==> config.mk <==
export PLATFORM = sky130hd
export DESIGN_NAME = exec_arbiter
export DESIGN_NICKNAME = d
export VERILOG_FILES = /design/src/rtl/exec_arbiter.sv
export SDC_FILE = /design/constraint.sdc
export NUM_CORES = 1
export LEC_CHECK = 0
export CAP_MARGIN = 30
export CORE_MARGIN = 2
export CORE_UTILIZATION = 50
export DETAILED_ROUTE_END_ITERATION = 8
export HOLD_SLACK_MARGIN = 0.05
export PLACE_DENSITY = 0.73
export SLEW_MARGIN = 20
export SYNTH_ARGS = -nofsm -noshare
export SYNTH_HDL_FRONTEND = slang
export SYNTH_SLANG_ARGS = --single-unit
==> constraint.sdc <==
create_clock -name clk -period 1.7 [get_ports clk]
set_input_delay 0.34 -clock clk [delete_from_list [all_inputs] [get_ports clk]]
set_output_delay 0.34 -clock clk [all_outputs]
set_load 0.01 [all_outputs]
==> src/rtl/exec_arbiter.sv <==
// exec_arbiter: round-robin owner selection for a shared single-command
// execution unit. It issues start pulses, watches done/err against a timeout,
// retries failed attempts through a recovery cycle, and returns ack/fail to
// the owning requester.
module exec_arbiter #(
  parameter int TIMEOUT   = 8,
  parameter int MAX_RETRY = 2
) (
  input  logic       clk,
  input  logic       rst_n,
  input  logic [1:0] req,
  input  logic       done,
  input  logic       err,
  output logic [1:0] gnt,
  output logic       start,
  output logic [1:0] ack,
  output logic [1:0] fail,
  output logic       busy
);

  localparam int TW = $clog2(TIMEOUT + 1);
  localparam int RW = (MAX_RETRY > 0) ? $clog2(MAX_RETRY + 1) : 1;

  localparam logic [TW-1:0] TIMER_LOAD = TW'(TIMEOUT);
  localparam logic [TW-1:0] TIMER_ONE  = TW'(1);
  localparam logic [RW-1:0] RETRY_MAX  = RW'(MAX_RETRY);
  localparam logic [RW-1:0] RETRY_ONE  = RW'(1);

  typedef enum logic [2:0] {
    IDLE  = 3'd0,
    ISSUE = 3'd1,
    WAIT  = 3'd2,
    RECOV = 3'd3,
    RESP  = 3'd4
  } state_t;

  state_t        state_q, state_d;
  logic [1:0]    gnt_q, gnt_d;
  logic          lp_q, lp_d;
  logic [TW-1:0] timer_q, timer_d;
  logic [RW-1:0] retry_cnt_q, retry_cnt_d;
  logic          result_ok_q, result_ok_d;
  logic          attempt_failed;

  // Next-state logic: owner choice, attempt timing, retry budget and result.
  always_comb begin
    state_d        = state_q;
    gnt_d          = gnt_q;
    lp_d           = lp_q;
    timer_d        = timer_q;
    retry_cnt_d    = retry_cnt_q;
    result_ok_d    = result_ok_q;
    attempt_failed = 1'b0;

    case (state_q)
      IDLE: begin
        gnt_d = 2'b00;
        if (req != 2'b00) begin
          if (req == 2'b11) begin
            gnt_d = lp_q ? 2'b01 : 2'b10;
          end else begin
            gnt_d = req;
          end
          retry_cnt_d = '0;
          state_d     = ISSUE;
        end
      end

      ISSUE: begin
        timer_d = TIMER_LOAD;
        state_d = WAIT;
      end

      WAIT: begin
        timer_d        = (timer_q != '0) ? (timer_q - TIMER_ONE) : '0;
        attempt_failed = err || (!done && (timer_q <= TIMER_ONE));
        if (done && !err) begin
          result_ok_d = 1'b1;
          state_d     = RESP;
        end else if (attempt_failed) begin
          if (retry_cnt_q < RETRY_MAX) begin
            retry_cnt_d = retry_cnt_q + RETRY_ONE;
            state_d     = RECOV;
          end else begin
            result_ok_d = 1'b0;
            state_d     = RESP;
          end
        end
      end

      RECOV: begin
        state_d = ISSUE;
      end

      RESP: begin
        lp_d    = gnt_q[1];
        gnt_d   = 2'b00;
        state_d = IDLE;
      end

      default: begin
        gnt_d   = 2'b00;
        state_d = IDLE;
      end
    endcase
  end

  // State and bookkeeping registers; reset abandons any operation in flight.
  always_ff @(posedge clk or negedge rst_n) begin
    if (!rst_n) begin
      state_q     <= IDLE;
      gnt_q       <= 2'b00;
      lp_q        <= 1'b1;
      timer_q     <= '0;
      retry_cnt_q <= '0;
      result_ok_q <= 1'b0;
    end else begin
      state_q     <= state_d;
      gnt_q       <= gnt_d;
      lp_q        <= lp_d;
      timer_q     <= timer_d;
      retry_cnt_q <= retry_cnt_d;
      result_ok_q <= result_ok_d;
    end
  end

  assign gnt   = gnt_q;
  assign start = (state_q == ISSUE);
  assign ack   = ((state_q == RESP) && result_ok_q)  ? gnt_q : 2'b00;
  assign fail  = ((state_q == RESP) && !result_ok_q) ? gnt_q : 2'b00;
  assign busy  = (state_q != IDLE);

endmodule

# Word-level counts from Yosys, hierarchy flattened
# Index checks and enable logic that the tools add are counted.
[word_totals] ff_bits=13 in_bits=6 out_inout_bits=8 word_cells=61
[op_classes] add_sub_neg=2 order_cmp=2 n_eq_ne=11 mux=21 n_reduce_logical=19
[ops] op="$mux 2" n=9
[ops] op="$mux 3" n=4
[ops] op="$pmux 3 s4" n=1
[ops] op="$ne 2x2->1 const B" n=5
[ops] op="$pmux 2 s2" n=2
[ops] op="$pmux 4 s2" n=1
[ops] op="$reduce_bool 2->1" n=4
[ops] op="$eq 3x2->1 const B" n=2
[ops] op="$reduce_and 5->1" n=1
[ops] op="$le 4x1->1 const B" n=1
[ops] op="$logic_and 1x1->1" n=4
[ops] op="$mux 4" n=1
[ops] op="$reduce_bool 4->1" n=1
[ops] op="$sub 4x1->4 const B" n=1
[ops] op="$eq 3x1->1 const B" n=1
[ops] op="$eq 3x3->1 const B" n=1
[ops] op="$logic_not 1->1" n=3
[ops] op="$logic_not 3->1" n=1
[ops] op="$mux 1" n=3
[ops] op="$ne 3x3->1 const B" n=1
[ops] op="$reduce_and 3->1" n=1
[ops] op="$reduce_bool 3->1" n=1
[ops] op="$reduce_or 3->1" n=1
[ops] op="$add 2x1->2 const B" n=1
[ops] op="4 further kinds" n=4

# Longest topological paths before layout
[depth] depth_word=6 mapped_depth=4 ltp_nobuf=3

# Least setup slack after synthesis
# Ideal clock, no wire load.
[synth_path] path_kind="register to output" start="register state_q[0]" end="output port fail[0]" t_arrival_ns=1.072 t_required_ns=1.360 setup_slack_ns=0.288 path_stages_with_launch=4 path_buffers=0 cell_sequence="dfrtp_1 > nor2_1 > nand2_1 > nor3b_1"
[synth_between] elab_chain_cells=3
[synth_lines] item="start, declared" line="37" source="state_t state_q, state_d;"
[synth_lines] item="start signal, assigned" line="118" source="state_q <= state_d;"
[synth_lines] item="$eq 3x3->1" line="130" source="assign fail = ((state_q == RESP) && !result_ok_q) ? gnt_q : 2'b00;"
[synth_lines] item="$logic_and 1x1->1" line="130"
[synth_lines] item="$mux 2" line="130"
[synth_lines] item="end, declared" line="17" source="output logic [1:0] fail,"
# Every way passes these cells.

# Worst setup path in the final report
[layout_path] start="register state_q[0]" end="output port fail[1]"
# The elaborated chain is that of the path after synthesis.

==> run_results.csv <==
group,metric,value,unit
drt,routed_wl,1.76,mm
worst_setup_path,slowest_delay,0.39,ns
cts,postCtsSetupRepairBufs,0,
logic_synthesis,synth_edf_count,0,
worst_setup_path,crit_path_start,"state_q[0]",
floorplan,core_region_area,1470,sq um
cts,cts_made_buffers,3,
worst_setup_path,endpoint_kind,"output port",
flow_run,cap_violations,0,
final_layout,layout_commonest_cell,"buf_4",
floorplan,start_util,52.6,%
logic_synthesis,ys_warn_count,0,
logic_synthesis,netlist_instances,80,
drt,via_per_inst,5.70,
floorplan,rows,14,
floorplan,num_io_pins,14,
cts,clockBufferDepth,2,
logic_synthesis,synth-async-reset-ratio,100,%
power,ir_drop,1030,uV
final_layout,layout_common_cells,"buf_4 (15), dfrtp_1 (11), clkdlybuf4s50_1 (7)",
final_layout,drive_above_1_share,34.3,%
power,power,1.67,mW
grt,grt_start_max_net_pins,14,
logic_synthesis,ys.flop_type,"dfrtp_1",
worst_setup_path,cp-endpoint,"fail[1]",
final_layout,area_delta_synth_final,34.6,%
worst_setup_path,timing.rr.end,"timer_q[1]",
final_layout,final.fill_count,119,
timing,setup_viol,0,
logic_synthesis,synth-seq-cells,13,
power,power.density,1610,nW/um^2
grt,grt_usage,22.0,%
drt,ant_nets,0,
grt,antenna_found_initial,0,
logic_synthesis,synth.distinct_cells,38,
timing,skew,0.00274,ns
timing,maxSlewViolCount,0,
power,leakage,0.446,nW
drt,wl_per_cell,14.2,um
placed_design,place.gp.congestion,0.802,
worst_setup_path,ff2ff_path_depth,5,
timing,setup_slack,0.0242,ns
worst_setup_path,path_max_fanout,3,
cts,clock-sinks,13,
grt,grt_pass1_vias,674,
cts,cts-root-buf,"clkbuf_4",
worst_hold_path,hp-class,"input port to asynchronous set/reset pin",
worst_setup_path,cp-start-kind,"flip-flop",
timing,rsz0062_at_grt,"yes",
logic_synthesis,syn-num-nets,86,
cts,cts_tree,"built",
placed_design,pre_cts_ws,-0.0308,ns
final_layout,seqCellArea,328,sq um
final_layout,multi_input_area,430,sq um
timing,final-hold-violation-count,0,
grt,globalRouteOverflowTotal,0,
worst_setup_path,rrSetupSlack,0.13,ns
timing,post-route-period-util,98.6,%
final_layout,antenna_cells,0,
placed_design,dpl_cell_area,1010,sq um
placed_design,portBuffers,13,
grt,grt_pass1_wl,3.06,mm
placed_design,dpl.hpwl,1.31,mm
drt,vias,707,
drt,drt_iter0_markers,9,
worst_setup_path,cp.arrival,1.34,ns
timing,max_freq,0.597,GHz
floorplan,die_h,43.3,um
drt,drc_errors,0,
drt,firstDrtPassIters,4,
worst_setup_path,path_cells,"nor2_2 > nand2_2 > nor3b_2 > clkdlybuf4s15_2",
logic_synthesis,synth_area,773,sq um
floorplan,die_w,43.3,um
cts,clk_latency,0.28,ns
logic_synthesis,seq_area_frac_synth,42.2,%
cts,htree_num_levels,1,
worst_setup_path,regToRegStartpoint,"state_q[0]",
final_layout,final_cell_area,1040,sq um
cts,clk_pin_slew,0.08,ns
cts,ctsHoldBuffers,0,
logic_synthesis,post_synth.cell_area_avg,9.67,sq um
timing,tightest_slew,0.337,ns
floorplan,die_area,1880,sq um
timing,relSlewSlack,77.2,%
timing,timing.final.crit_period,1.68,ns
worst_setup_path,critPathSlowestCell,"dfrtp_1",
outcome,status,"finished clean",
worst_setup_path,crit_required,1.36,ns
final_layout,layout.nets,115,
worst_setup_path,worstSetupPathType,"flip-flop to output port",
[state kept, by name, summed over array words and instances, names as in the netlist]
signal	cells
gnt	2
result_ok_q	1
timer_q	4
lp_q	1
state_q	3
retry_cnt_q	2
[worst max-delay path: cells and delay by family, from the launching register on]
kind	cells	cell delay (ns)
buffers and inverters	1	0.24
AND/OR/NAND/NOR	3	0.42
flip-flops	1	0.39
[synthesized netlist by cell type (all sizes together) (2+ instances only)]
| cell type | n | area, sq um |
|---|---|---|
| o211ai | 2 | 15.0 |
| a21o | 2 | 15.0 |
| a21oi | 4 | 20.0 |
| nor3 | 2 | 10.0 |
| o21bai | 2 | 15.0 |
| nor2b | 2 | 12.5 |
| and4 | 2 | 17.5 |
| nor3b | 5 | 37.5 |
| nand3 | 4 | 20.0 |
| a22o | 2 | 18.8 |
| or3 | 2 | 17.5 |
| inv | 3 | 11.3 |
| dfrtp | 12 | 300 |
| buf | 2 | 22.5 |
| nand2 | 7 | 26.3 |
| or2 | 2 | 12.5 |
| o21ai | 4 | 20.0 |
| clkbuf | 2 | 7.51 |
| nor2 | 3 | 11.3 |
[what timing repair did]
action / 4_1_cts / 5_1_grt
setup endpoints to repair: 6 / 6
resized for setup: 17 / 11
pin swaps: 0 / 1
[cell families after synthesis]
family,after synthesis,synth area share [%]
AOI/OAI and AO/OA,28,27.2
buffers and inverters,7,5.34
DFF,13,42.2
muxes,1,1.46
and+or+nand+nor,31,23.8
[how the worst min path moves through the flow]
stage | end | startpoint
2_1_floorplan | gnt[0] | rst_n
3_3_place_gp | gnt[0] | state_q[2]
3_5_place_dp | gnt[0] | state_q[2]
4_1_cts | timer_q[2] | rst_n
5_1_grt | timer_q[2] | rst_n
6_report | retry_cnt_q[0] | rst_n
[layout make-up]
cell class / count / area share, %
Inverter: 3 / 1.08
Multi-Input combinational cell: 60 / 41.3
Tap cell: 16 / 1.92
Clock buffer: 4 / 2.52
Sequential cell: 13 / 31.5
Timing Repair Buffer: 28 / 21.6
[per-layer routing]
| layer | GRT usage (%) | up-vias | wire [um] |
|---|---|---|---|
| li1 | - | 360 | - |
| met1 | 29.6 | 330 | 817 |
| met2 | 34.9 | 13 | 853 |
| met3 | 5.11 | 4 | 67 |
| met4 | 7.27 | 0 | 19 |
| met5 | 0 | - | 0 |
[metrics by stage]
stage | setup TNS [ns] | cells | utilization (%) | hold WS (ns)
after global routing | -0.0410 | 124 | 70.7 | 0.361
after detailed placement | -0.0576 | 120 | 68.4 | 0.543
after CTS | -0.0166 | 124 | 70.4 | 0.357
after global placement | -0.0179 | 120 | 68.4 | 0.531
final | 0 | 124 | 70.7 | 0.352
after floorplan | 0 | 80 | - | 0.0444
[power by group]
group	internal (mW)	switching [mW]
registers	0.424	0.120
clock network	0.0911	0.108
logic	0.508	0.422
total	1.02	0.650
(Power assumes the default switching activity.)
